--- src/rtl/nes_pkg.sv ---
// rtl/nes_pkg.sv - shared types and constants for the NES controller reader
package nes_pkg;

  typedef enum logic [1:0] {IDLE, LATCH, SAMPLE, PULSE} nes_state_t;

  localparam int NES_NUM_BITS = 8;

  // Position of each button in the serial stream and in the button vector
  localparam int BTN_A      = 0;
  localparam int BTN_B      = 1;
  localparam int BTN_SELECT = 2;
  localparam int BTN_START  = 3;
  localparam int BTN_UP     = 4;
  localparam int BTN_DOWN   = 5;
  localparam int BTN_LEFT   = 6;
  localparam int BTN_RIGHT  = 7;

endpackage

--- src/rtl/rising_edge_detect.sv ---
// rtl/rising_edge_detect.sv - one-cycle strobe on each rising edge of a same-domain level
module rising_edge_detect (
  input  logic clk,
  input  logic reset_n,
  input  logic in,
  output logic pulse
);

  logic prev_q;

  always_ff @(posedge clk or negedge reset_n) begin
    if (!reset_n) prev_q <= 1'b0;
    else          prev_q <= in;
  end

  assign pulse = in & ~prev_q;

endmodule

--- src/rtl/nes_controller_reader.sv ---
// rtl/nes_controller_reader.sv - polls a NES controller over latch/clock/data and
// presents a registered active-high button vector
module nes_controller_reader
  import nes_pkg::*;
#(
  parameter int NUM_BITS    = NES_NUM_BITS,
  parameter int SYNC_STAGES = 2
) (
  input  logic                clock_10MHz,
  input  logic                reset_n,
  input  logic                poll_clk,
  input  logic                step_clk,
  input  logic                nes_data,
  output logic                nes_latch,
  output logic                nes_clk,
  output logic [NUM_BITS-1:0] buttons,
  output logic                buttons_valid,
  output logic                busy,
  output logic                poll_overrun
);

  localparam int IDX_W = (NUM_BITS > 1) ? $clog2(NUM_BITS) : 1;
  localparam logic [IDX_W-1:0] LAST_IDX = IDX_W'(NUM_BITS - 1);

  logic poll_edge;
  logic step_edge;

  rising_edge_detect u_poll_edge (
    .clk     (clock_10MHz),
    .reset_n (reset_n),
    .in      (poll_clk),
    .pulse   (poll_edge)
  );

  rising_edge_detect u_step_edge (
    .clk     (clock_10MHz),
    .reset_n (reset_n),
    .in      (step_clk),
    .pulse   (step_edge)
  );

  // Synchronizer resets to the released (high) level of the data line
  logic [SYNC_STAGES-1:0] sync_q;
  logic                   data_sync;

  always_ff @(posedge clock_10MHz or negedge reset_n) begin
    if (!reset_n) sync_q <= '1;
    else          sync_q <= {sync_q[SYNC_STAGES-2:0], nes_data};
  end

  assign data_sync = sync_q[SYNC_STAGES-1];

  nes_state_t          state_q, state_d;
  logic [IDX_W-1:0]    idx_q, idx_d;
  logic [NUM_BITS-1:0] shreg_q, shreg_d;
  logic [NUM_BITS-1:0] buttons_q, buttons_d;
  logic                latch_q, latch_d;
  logic                clk_q, clk_d;
  logic                busy_q, busy_d;
  logic                valid_q, valid_d;
  logic                pending_q, pending_d;
  logic                overrun_q, overrun_d;
  logic                consume;

  always_ff @(posedge clock_10MHz or negedge reset_n) begin
    if (!reset_n) begin
      state_q   <= IDLE;
      idx_q     <= '0;
      shreg_q   <= '0;
      buttons_q <= '0;
      latch_q   <= 1'b0;
      clk_q     <= 1'b0;
      busy_q    <= 1'b0;
      valid_q   <= 1'b0;
      pending_q <= 1'b0;
      overrun_q <= 1'b0;
    end else begin
      state_q   <= state_d;
      idx_q     <= idx_d;
      shreg_q   <= shreg_d;
      buttons_q <= buttons_d;
      latch_q   <= latch_d;
      clk_q     <= clk_d;
      busy_q    <= busy_d;
      valid_q   <= valid_d;
      pending_q <= pending_d;
      overrun_q <= overrun_d;
    end
  end

  always_comb begin
    state_d   = state_q;
    idx_d     = idx_q;
    shreg_d   = shreg_q;
    buttons_d = buttons_q;
    latch_d   = latch_q;
    clk_d     = clk_q;
    busy_d    = busy_q;
    valid_d   = 1'b0;

    // A request arriving on the consuming cycle survives as the next pending read
    consume   = (state_q == IDLE) & step_edge & pending_q;
    pending_d = (pending_q & ~consume) | poll_edge;
    overrun_d = poll_edge & pending_q & ~consume;

    if (step_edge) begin
      case (state_q)
        IDLE: begin
          if (pending_q) begin
            state_d = LATCH;
            latch_d = 1'b1;
            busy_d  = 1'b1;
          end
        end
        LATCH: begin
          latch_d = 1'b0;
          idx_d   = '0;
          state_d = SAMPLE;
        end
        SAMPLE: begin
          shreg_d[idx_q] = ~data_sync;
          clk_d          = 1'b1;
          state_d        = PULSE;
        end
        PULSE: begin
          clk_d = 1'b0;
          if (idx_q == LAST_IDX) begin
            buttons_d = shreg_q;
            valid_d   = 1'b1;
            busy_d    = 1'b0;
            state_d   = IDLE;
          end else begin
            idx_d   = idx_q + IDX_W'(1);
            state_d = SAMPLE;
          end
        end
        default: state_d = IDLE;
      endcase
    end
  end

  assign nes_latch     = latch_q;
  assign nes_clk       = clk_q;
  assign buttons       = buttons_q;
  assign buttons_valid = valid_q;
  assign busy          = busy_q;
  assign poll_overrun  = overrun_q;

endmodule

--- config.mk ---
export PLATFORM = sky130hd
export DESIGN_NAME = nes_controller_reader
export DESIGN_NICKNAME = d
export VERILOG_FILES = /design/src/rtl/nes_pkg.sv /design/src/rtl/rising_edge_detect.sv /design/src/rtl/nes_controller_reader.sv
export SDC_FILE = /design/constraint.sdc
export NUM_CORES = 1
export LEC_CHECK = 0
export BUFFER_PORTS_ARGS = -buffer_cell sky130_fd_sc_hd__buf_2
export CORE_MARGIN = 2
export CORE_UTILIZATION = 60
export DETAILED_ROUTE_END_ITERATION = 8
export GPL_TIMING_DRIVEN = 1
export PLACE_DENSITY = 0.82
export SYNTH_ARGS = -nofsm -noshare
export SYNTH_HDL_FRONTEND = slang
export SYNTH_SLANG_ARGS = --single-unit
--- constraint.sdc ---
create_clock -name clock_10MHz -period 4.4 [get_ports clock_10MHz]
set_clock_uncertainty 0.05 [all_clocks]
set_input_delay 1.32 -clock clock_10MHz [delete_from_list [all_inputs] [get_ports clock_10MHz]]
set_output_delay 1.32 -clock clock_10MHz [all_outputs]
set_load 0.01 [all_outputs]
==> summary.txt, run 1 <==
status - finished, final reports clean
DRT iter0 DRCs - 7
sequential fraction of the synthesis area - 56.4%
Max VDD drop - 0.313 mV
fraction of layout cells with a size suffix above 1 - 29.0%
largest net degree at the start of global routing - 32
slowest cell on the critical path - or2_1
GRT overflow - 0
Ys Warns - 0
total die area - 0.00270 mm2
Hold/Removal Path Class - reg -> reg
CTS Root Cell - clkbuf_4
Worst path max stage delay - 0.48 ns
critical path class - in -> reg
final-report hold violation count - 0
die extent in x - 51.9 um
DR vias/cell - 5.60
max-slew violations - 0
number of buffers added on ports - 17
critical path's top delay family - simple AND/OR/NAND/NOR gates
Antenna Cells - 0
Worst Path Required - 4.57 ns
setup_tns - 0 ns
Clock Tree Buf Depth - 2
gpl congestion - 0.816
post-place setup slack - 1.78 ns
Cell Area, Synth - 0.00138 mm2
worst skew pair latency - 0.33 ns
H-tree Lvls - 2
DRT Pass-1 Iters - 4
CTS tree - built
Avg Synthesized Cell Area - 12.3 um2
worst setup margin - 2.16 ns
Period minus WS final - 2.24 ns
Leak - 0.000811 uW
vias in the first global route - 853
Post-CTS Resized - 0
die span in y - 51.9 um
clock sinks - 31
Critical Path End Type - flop
Final setup viols - 0
Synth cell types - 33
Critical Path AT - 2.41 ns
critical path cell sequence - buf_2 -> nand2b_1 -> or2_1 -> mux2_4
Worst setup SP type - primary input
Synth Instances - 112
period utilisation layout - 51.0%
WL final - 2220 um
WL per Instance - 14.0 um
hold-fix buffers at CTS - 0
RSZ-0062 raised after global routing - false
crit path max fanout - 10
hpwl dp - 1540 um
Clock transition at path regs - 0.09 ns
actual slew at the worst max-slew pin - 0.658 ns
Num CTS Buffers - 5
area growth from synthesis to layout - 10.2%
Rows - 17
CORE AREA - 0.00219 mm2
post-CTS setup buffers - 0
Overall Global Routing Usage - 20.0%
vias - 891
Antenna Nets Post-Route - 0
Initial Utilization - 62.9%
Slew headroom - 56.1%
CP Buf/Inv Count - 1
syn nets - 120
Ports - 18
Power Dens Cells - 551 mW/mm2
Yosys reg bits - 31
achievable frequency - 0.446 GHz
DRC - 0
initial antenna violation count - 0
max-cap violations - 0
first-pass GRT wire length - 3690 um
NumNets Final - 138
## state kept, by name (all words and copies together) (netlist names)
name	cells
buttons	8
shreg_q	8
idx_q	3
state_q	2
sync_q	2
busy	1
buttons_valid	1
nes_clk	1
nes_latch	1
pending_q	1
poll_overrun	1
u_poll_edge.prev_q	1
u_step_edge.prev_q	1
## final timing paths
kind | start | end | slack [ns] | cells past startpoint
hold / removal | sync_q[0] | sync_q[1] | 0.31 | 0
setup / recovery | step_clk | buttons[2] | 2.16 | 4
max in group asynchronous | reset_n | poll_overrun | 2.91 | 1
hold reg to reg | sync_q[0] | sync_q[1] | 0.31 | 0
min in group asynchronous | reset_n | nes_clk | 0.96 | 1
setup reg to reg | idx_q[0] | buttons[2] | 2.37 | 5
## metal layers
| metal | wire [um] | vias up | part of all wire [%] | track usage, % |
|---|---|---|---|---|
| li1 | - | 420 | - | - |
| met1 | 949 | 439 | 43 | 23.9 |
| met2 | 1110 | 25 | 50 | 31.0 |
| met3 | 99 | 7 | 4.5 | 6.03 |
| met4 | 59 | 0 | 2.7 | 13.2 |
| met5 | 0 | - | 0 | 0 |
## final cells by class
class,instances,area [um2]
Clock buffer,7,45.0
Sequential cell,31,778
Fill cell,169,672
Multi-Input combinational cell,65,533
Timing Repair Buffer,17,85.1
Tap cell,28,35.0
Inverter,10,37.5
Clock inverter,1,5.00
## cells in the final DEF (no fill, tap or decap), types with 3 or more instances in the layout
cell type,n
ha_1,3
nor2_1,5
dfrtp_1,29
nand3_1,4
clkbuf_4,5
mux2i_1,6
buf_2,17
nand2_1,7
inv_1,10
nand2b_1,3
o21ai_0,5
mux2_4,8
## cells in the mapped netlist (all sizes together)
| master | number | share of area (%) |
|---|---|---|
| dfrtp | 29 | 53 |
| inv | 10 | 2.7 |
| mux2 | 9 | 9.5 |
| nand2 | 7 | 1.9 |
| mux2i | 6 | 4.4 |
| nor2 | 5 | 1.4 |
| o21ai | 5 | 1.8 |
| nand3 | 4 | 1.5 |
| buf | 3 | 1.4 |
| clkbuf | 3 | 0.82 |
| ha | 3 | 2.7 |
| nand2b | 3 | 1.4 |
| dfstp | 2 | 3.8 |
| nand3b | 2 | 1.1 |
| nand4b | 2 | 1.3 |
| nor4b | 2 | 2.2 |
| o211ai | 2 | 1.1 |
| o31ai | 2 | 1.1 |
| a211o | 1 | 0.64 |
| and3 | 1 | 0.45 |
| and4bb | 1 | 0.91 |
| nand4 | 1 | 0.45 |
| nand4bb | 1 | 0.82 |
| nor2b | 1 | 0.45 |
| nor3 | 1 | 0.36 |
| nor4 | 1 | 0.45 |
| o211a | 1 | 0.73 |
| o22a | 1 | 0.64 |
| or2 | 1 | 0.45 |
| or3 | 1 | 0.45 |
| or3b | 1 | 0.64 |
## logic make-up (layout without fill, tap and decap cells)
| group | count (synthesis) | count (layout) | synth area share (%) |
|---|---|---|---|
| and+or+nand+nor | 35 | 35 | 16.1 |
| DFF | 31 | 31 | 56.4 |
| buffers and inverters | 16 | 35 | 4.90 |
| muxes | 15 | 15 | 13.9 |
| AOI/OAI and AO/OA | 12 | 12 | 5.99 |
| adders and majority gates | 3 | 3 | 2.72 |
## stage by stage
| step | power [uW] | util (%) | instance area [um2] | instances | hold slack [ns] |
|---|---|---|---|---|---|
| 2_1_floorplan | 614 | - | 1380 | 112 | 0.295 |
| 6_report | 838 | 69.3 | 1520 | 159 | 0.315 |
| 3_5_place_dp | 692 | 67.0 | 1470 | 151 | 0.298 |
| 5_1_grt | 895 | 69.3 | 1520 | 159 | 0.320 |
| 3_3_place_gp | 673 | 67.0 | 1470 | 151 | 0.296 |
| 4_1_cts | 845 | 69.3 | 1520 | 159 | 0.318 |
## report_power, final
part           switching (uW)  total (uW)  internal [uW]  leakage [uW]
Combinational             102         224            122      0.000411
Sequential               91.7         461            369      0.000371
Clock                    91.1         153           62.1     0.0000293
Total                     285         838            553      0.000811
## worst reg2reg max path, cell delays in order (launching register included)
cell and delay [ns]:
dfrtp_1 0.52, ha_1 0.29, ha_1 0.19, nand3_1 0.08, or2_1 0.46, mux2_4 0.35
Note: power is estimated with default switching activity, not from simulation.
==> run 2, diff against run 1 <==
Settings changed: CORE_UTILIZATION 60 to 50, PLACE_DENSITY 0.82 to 0.73.
Clock period 4.4 ns to 1.9 ns, I/O delays scaled along.
==> run 2 against run 1 <==
- clock-buffer cell count fell by 1
- total power rose to 2.6 times the previous value
- largest cell class unchanged
- final area rose by 5.1%
- routed wire length rose by 8.9%
- global-route usage fell by 2.0 points
- sequential cell count did not move
==> summary.txt, run 2 (synthesis results as in run 1) <==
crit path max fanout - 10
worst skew pair latency - 0.33 ns
clock sinks - 31
fraction of layout cells with a size suffix above 1 - 33.8%
CORE AREA - 0.00269 mm2
GRT overflow - 0
DRC - 0
total die area - 0.00319 mm2
final instance area - 0.00160 mm2
setup_tns - 0 ns
final non-filler cell total - 167
Overall Global Routing Usage - 18.0%
Max VDD drop - 0.912 mV
RSZ-0062 raised after global routing - false
die span in y - 56.5 um
DR vias/cell - 5.35
part of the power in combinational logic - 30.8%
Final setup viols - 0
area growth from synthesis to layout - 15.8%
vias in the first global route - 885
largest net degree at the start of global routing - 32
Psw - 688 uW
WL per Instance - 14.5 um
Hold/Removal Path Class - in -> async
number of buffers added on ports - 17
DRT Pass-1 Iters - 5
final-report hold violation count - 0
Leak - 0.000854 uW
Num CTS Buffers - 5
hpwl dp - 1690 um
max-slew violations - 0
post-CTS setup buffers - 0
Ports - 18
internal power - 1500 uW
H-tree Lvls - 2
Antenna Cells - 0
Worst Path Required - 2.07 ns
most common cell after layout, fill and taps aside - dfrtp_1
Critical Path End Type - flop
CTS tree - built
hold-fix buffers at CTS - 0
Rows - 19
WL final - 2420 um
most frequent cells in the layout - 29 x dfrtp_1, 17 x buf_2, 10 x inv_1
Post-CTS Resized - 1
sequential power share - 44.9%
period utilisation layout - 90.4%
Critical Path AT - 1.89 ns
initial antenna violation count - 0
actual slew at the worst max-slew pin - 0.657 ns
DRT iter0 DRCs - 23
status - finished, final reports clean
achievable frequency - 0.582 GHz
Antenna Nets Post-Route - 0
gpl congestion - 0.776
critical path class - reg -> reg
CTS Root Cell - clkbuf_4
Clock transition at path regs - 0.10 ns
Slew headroom - 56.2%
Switching Share - 31.5%
Initial Utilization - 51.3%
Period minus WS final - 1.72 ns
clock share of power - 24.4%
vias - 894
Clock Tree Buf Depth - 2
post-placement cell count - 159
Worst setup SP type - flop
first-pass GRT wire length - 4230 um
NumNets Final - 143
max-cap violations - 0
Power Dens Cells - 1370 mW/mm2
dpl cell area - 0.00151 mm2
die extent in x - 56.5 um
## run 2: cell types whose count changed in the layout (fill, tap and decap cells not counted), sizes merged
cell / change
buf: +5
bufinv: +1
clkbuf: -1
## run 2: worst paths after layout
path | slack [ns] | end | startpoint | cells after the start
max | 0.18 | buttons[0] | idx_q[0] | 5
min in group clock_10MHz | 0.28 | sync_q[0] | nes_data | 1
max reg2reg | 0.18 | buttons[0] | idx_q[0] | 5
min reg2reg | 0.32 | sync_q[1] | sync_q[0] | 0
min | 0.20 | buttons[2] | reset_n | 1
max in group asynchronous | 1.17 | shreg_q[3] | reset_n | 1
## run 2: routing by layer
metal | GRT usage (%) | routed length (um)
met5 | 0 | 0
met4 | 7.14 | 38
met3 | 6.91 | 134
met2 | 27.6 | 1180
met1 | 23.1 | 1060
## run 2: cell type report
| type | instances | area, um2 |
|---|---|---|
| fillers | 229 | 1090 |
| flip-flops and latches | 31 | 778 |
| multi-input cells | 65 | 533 |
| repair buffers | 22 | 123 |
| clock buffers | 6 | 51.3 |
| well taps | 31 | 38.8 |
| inverters | 10 | 37.5 |
| clock inverters | 2 | 35.0 |
## run 2: through the flow
| stage | util, % | setup WS (ns) | hold WS [ns] | total power [uW] |
|---|---|---|---|---|
| 2_1_floorplan | - | 0.370 | 0.224 | 1420 |
| 3_3_place_gp | 56.2 | 0.0669 | 0.297 | 1630 |
| 3_5_place_dp | 56.2 | 0.00689 | 0.304 | 1670 |
| 4_1_cts | 59.4 | 0.159 | 0.221 | 2220 |
| 5_1_grt | 59.4 | 0.119 | 0.237 | 2350 |
| 6_report | 59.4 | 0.182 | 0.205 | 2190 |
## run 2: power by group through the flow
stage                     logic (uW)  clock network [uW]  registers (uW)
after floorplan                  425                   0             998
after global placement           645                   0             981
after detailed placement         680                   0             995
after CTS                        684                 549             983
after global routing             754                 589            1010
final                            673                 533             981
## run 2: worst max-delay path, cell delays in order, from the launching register on
cell and delay [ns]:
dfrtp_1 0.37, ha_1 0.18, ha_1 0.16, nand3_1 0.07, or2_2 0.43, mux2_4 0.34
==> run 3, diff against run 2 <==
Settings changed: PLACE_DENSITY 0.73 to 0.74, SYNTH_HIERARCHICAL set to 1.
==> run 3 against run 2 <==
- core utilization decreased by 0.32 points
- maximum frequency increased by 8.5%
- clock power decreased by 34%
- total power decreased by 20%
- register-to-register slack improved by 0.14 ns
- hold slack improved by 0.0091 ns
==> summary.txt, run 3 <==
Switching Share - 32.8%
Ports - 18
fraction of layout cells with a size suffix above 1 - 26.5%
Leak - 0.000779 uW
DRT iter0 DRCs - 12
Synth top area share - 54.8%
crit path max fanout - 5
Primary FF master, synth - dfrtp_1
hpwl dp - 1380 um
Psw - 570 uW
M3 GR Usage - 5.15%
achievable frequency - 0.632 GHz
Worst path max stage delay - 0.45 ns
vias in the first global route - 832
GRT overflow - 0
slowest cell on the critical path - dfrtp_1
Crit path top cell by count - ha_1
Area contributors post-synth - dfrtp_1 55%, o21ai_0 4.9%, mux2i_1 4.5%
post-CTS setup buffers - 0
hold-fix buffers at CTS - 0
Rows - 18
Period minus WS final - 1.58 ns
DRT Pass-1 Iters - 4
Hold/Removal Path Class - in -> async
Antenna Cells - 0
Ys Warns - 6
period utilisation layout - 83.3%
WL per Instance - 12.4 um
total die area - 0.00308 mm2
post-placement cell count - 158
Synth cell types - 30
DR vias/cell - 5.20
internal power - 1170 uW
Clock transition at path regs - 0.09 ns
Max VDD drop - 0.760 mV
area growth from synthesis to layout - 11.5%
critical path's top delay family - adder cells
Worst Path Required - 2.09 ns
asr flop ratio synth - 100%
Slew headroom - 55.6%
RSZ-0062 raised after global routing - false
sequential fraction of the synthesis area - 58.7%
Synth Instances - 115
Overall Global Routing Usage - 15.3%
M2 GR Usage - 23.6%
CORE AREA - 0.00250 mm2
largest area contributor in the netlist - dfrtp_1
CTS Root Cell - clkbuf_4
max-slew violations - 0
GRT met1 Usage - 18.8%
Clock Tree Buf Depth - 2
die span in y - 55.5 um
Cell Area, Synth - 0.00133 mm2
syn nets - 123
count leader, synth - dfrtp_1
sequential power share - 54.7%
most frequent cells in the layout - 29 x dfrtp_1, 17 x buf_2, 15 x nand2_1
number of flops mapped to enable cells by yosys - 0
layer with the highest usage - met2
initial antenna violation count - 0
vias - 863
clock share of power - 20.3%
DRC - 0
part of the power in combinational logic - 25.0%
actual slew at the worst max-slew pin - 0.666 ns
first-pass GRT wire length - 3620 um
Post-CTS Resized - 0
Initial Utilization - 53.0%
Num CTS Buffers - 5
Antenna Nets Post-Route - 0
Synth top cells by count - 29 x dfrtp_1, 15 x nand2_1, 13 x o21ai_0
Yosys reg bits - 31
largest net degree at the start of global routing - 32
clock sinks - 31
number of buffers added on ports - 17
gpl congestion - 0.683
WL final - 2050 um
critical path class - reg -> reg
Avg Synthesized Cell Area - 11.5 um2
Worst setup SP type - flop
Critical Path End Type - flop
CTS tree - built
most common cell after layout, fill and taps aside - dfrtp_1
final-report hold violation count - 0
H-tree Lvls - 2
CP Buf/Inv Count - 0
max-cap violations - 0
worst skew pair latency - 0.33 ns
Final setup viols - 0
Critical Path AT - 1.77 ns
die extent in x - 55.5 um
final non-filler cell total - 166
Power Dens Cells - 1180 mW/mm2
NumNets Final - 143
setup_tns - 0 ns
critical path cell sequence - ha_1 -> ha_1 -> and3b_1 -> mux2i_1 -> o21ai_0
status - finished, final reports clean
==> run 3: cells by family after synthesis <==
kind of cell	synth area share, %
AOI/OAI and AO/OA	11.2
buffers and inverters	5.19
adders and majority gates	2.83
DFF	58.7
muxes	7.08
and+or+nand+nor	14.9
==> run 3: routing by layer <==
metal  up-vias  share of wire (%)
met5         -                  0
met4         0               0.58
met1       411                 47
met2        15                 48
met3         4                4.0
li1        433                  -
==> run 3: final timing paths <==
| check | startpoint | to | slack [ns] | cells past startpoint |
|---|---|---|---|---|
| setup / recovery | idx_q[0] | idx_q[0] | 0.32 | 5 |
| hold / removal | reset_n | u_step_edge/prev_q | 0.21 | 1 |
| setup reg to reg | idx_q[0] | idx_q[0] | 0.32 | 5 |
| hold reg to reg | sync_q[0] | sync_q[1] | 0.31 | 0 |
| max in group asynchronous | reset_n | nes_latch | 1.14 | 1 |
| min in group clock_10MHz | nes_data | sync_q[0] | 0.29 | 1 |
==> run 3: power by group through the flow <==
stage,clock network (uW),registers (uW),logic [uW]
detailed placement,0,967,440
CTS,370,955,447
finish,353,951,435
floorplan,0,952,303
global route,397,977,497
global placement,0,957,421
==> run 3: per-stage QoR <==
stage	util, %	area (um2)	hold WS [ns]	worst slack [ns]	power [uW]
6_report	59.1	1480	0.214	0.318	1740
3_3_place_gp	57.1	1430	0.296	0.228	1380
5_1_grt	59.1	1480	0.266	0.179	1870
4_1_cts	59.1	1480	0.237	0.299	1770
3_5_place_dp	57.1	1430	0.298	0.186	1410
2_1_floorplan	-	1330	0.224	0.403	1250
==> run 3: cell type report <==
type                            count  area, um2
Fill cell                         207       1020
Sequential cell                    31        778
Multi-Input combinational cell     69        478
Timing Repair Buffer               19        100
Clock buffer                        7       45.0
Tap cell                           30       37.5
Inverter                            9       33.8
Clock inverter                      1       5.00
==> run 3: worst reg2reg max path: cells and delay by family, from the launching register on <==
family / cells / cell delay, ns
AO/OA/AOI/OAI: 1 / 0.16
adder cells (fa/ha/maj): 2 / 0.49
flip-flops: 1 / 0.45
multiplexers: 1 / 0.08
AND/OR/NAND/NOR: 1 / 0.27
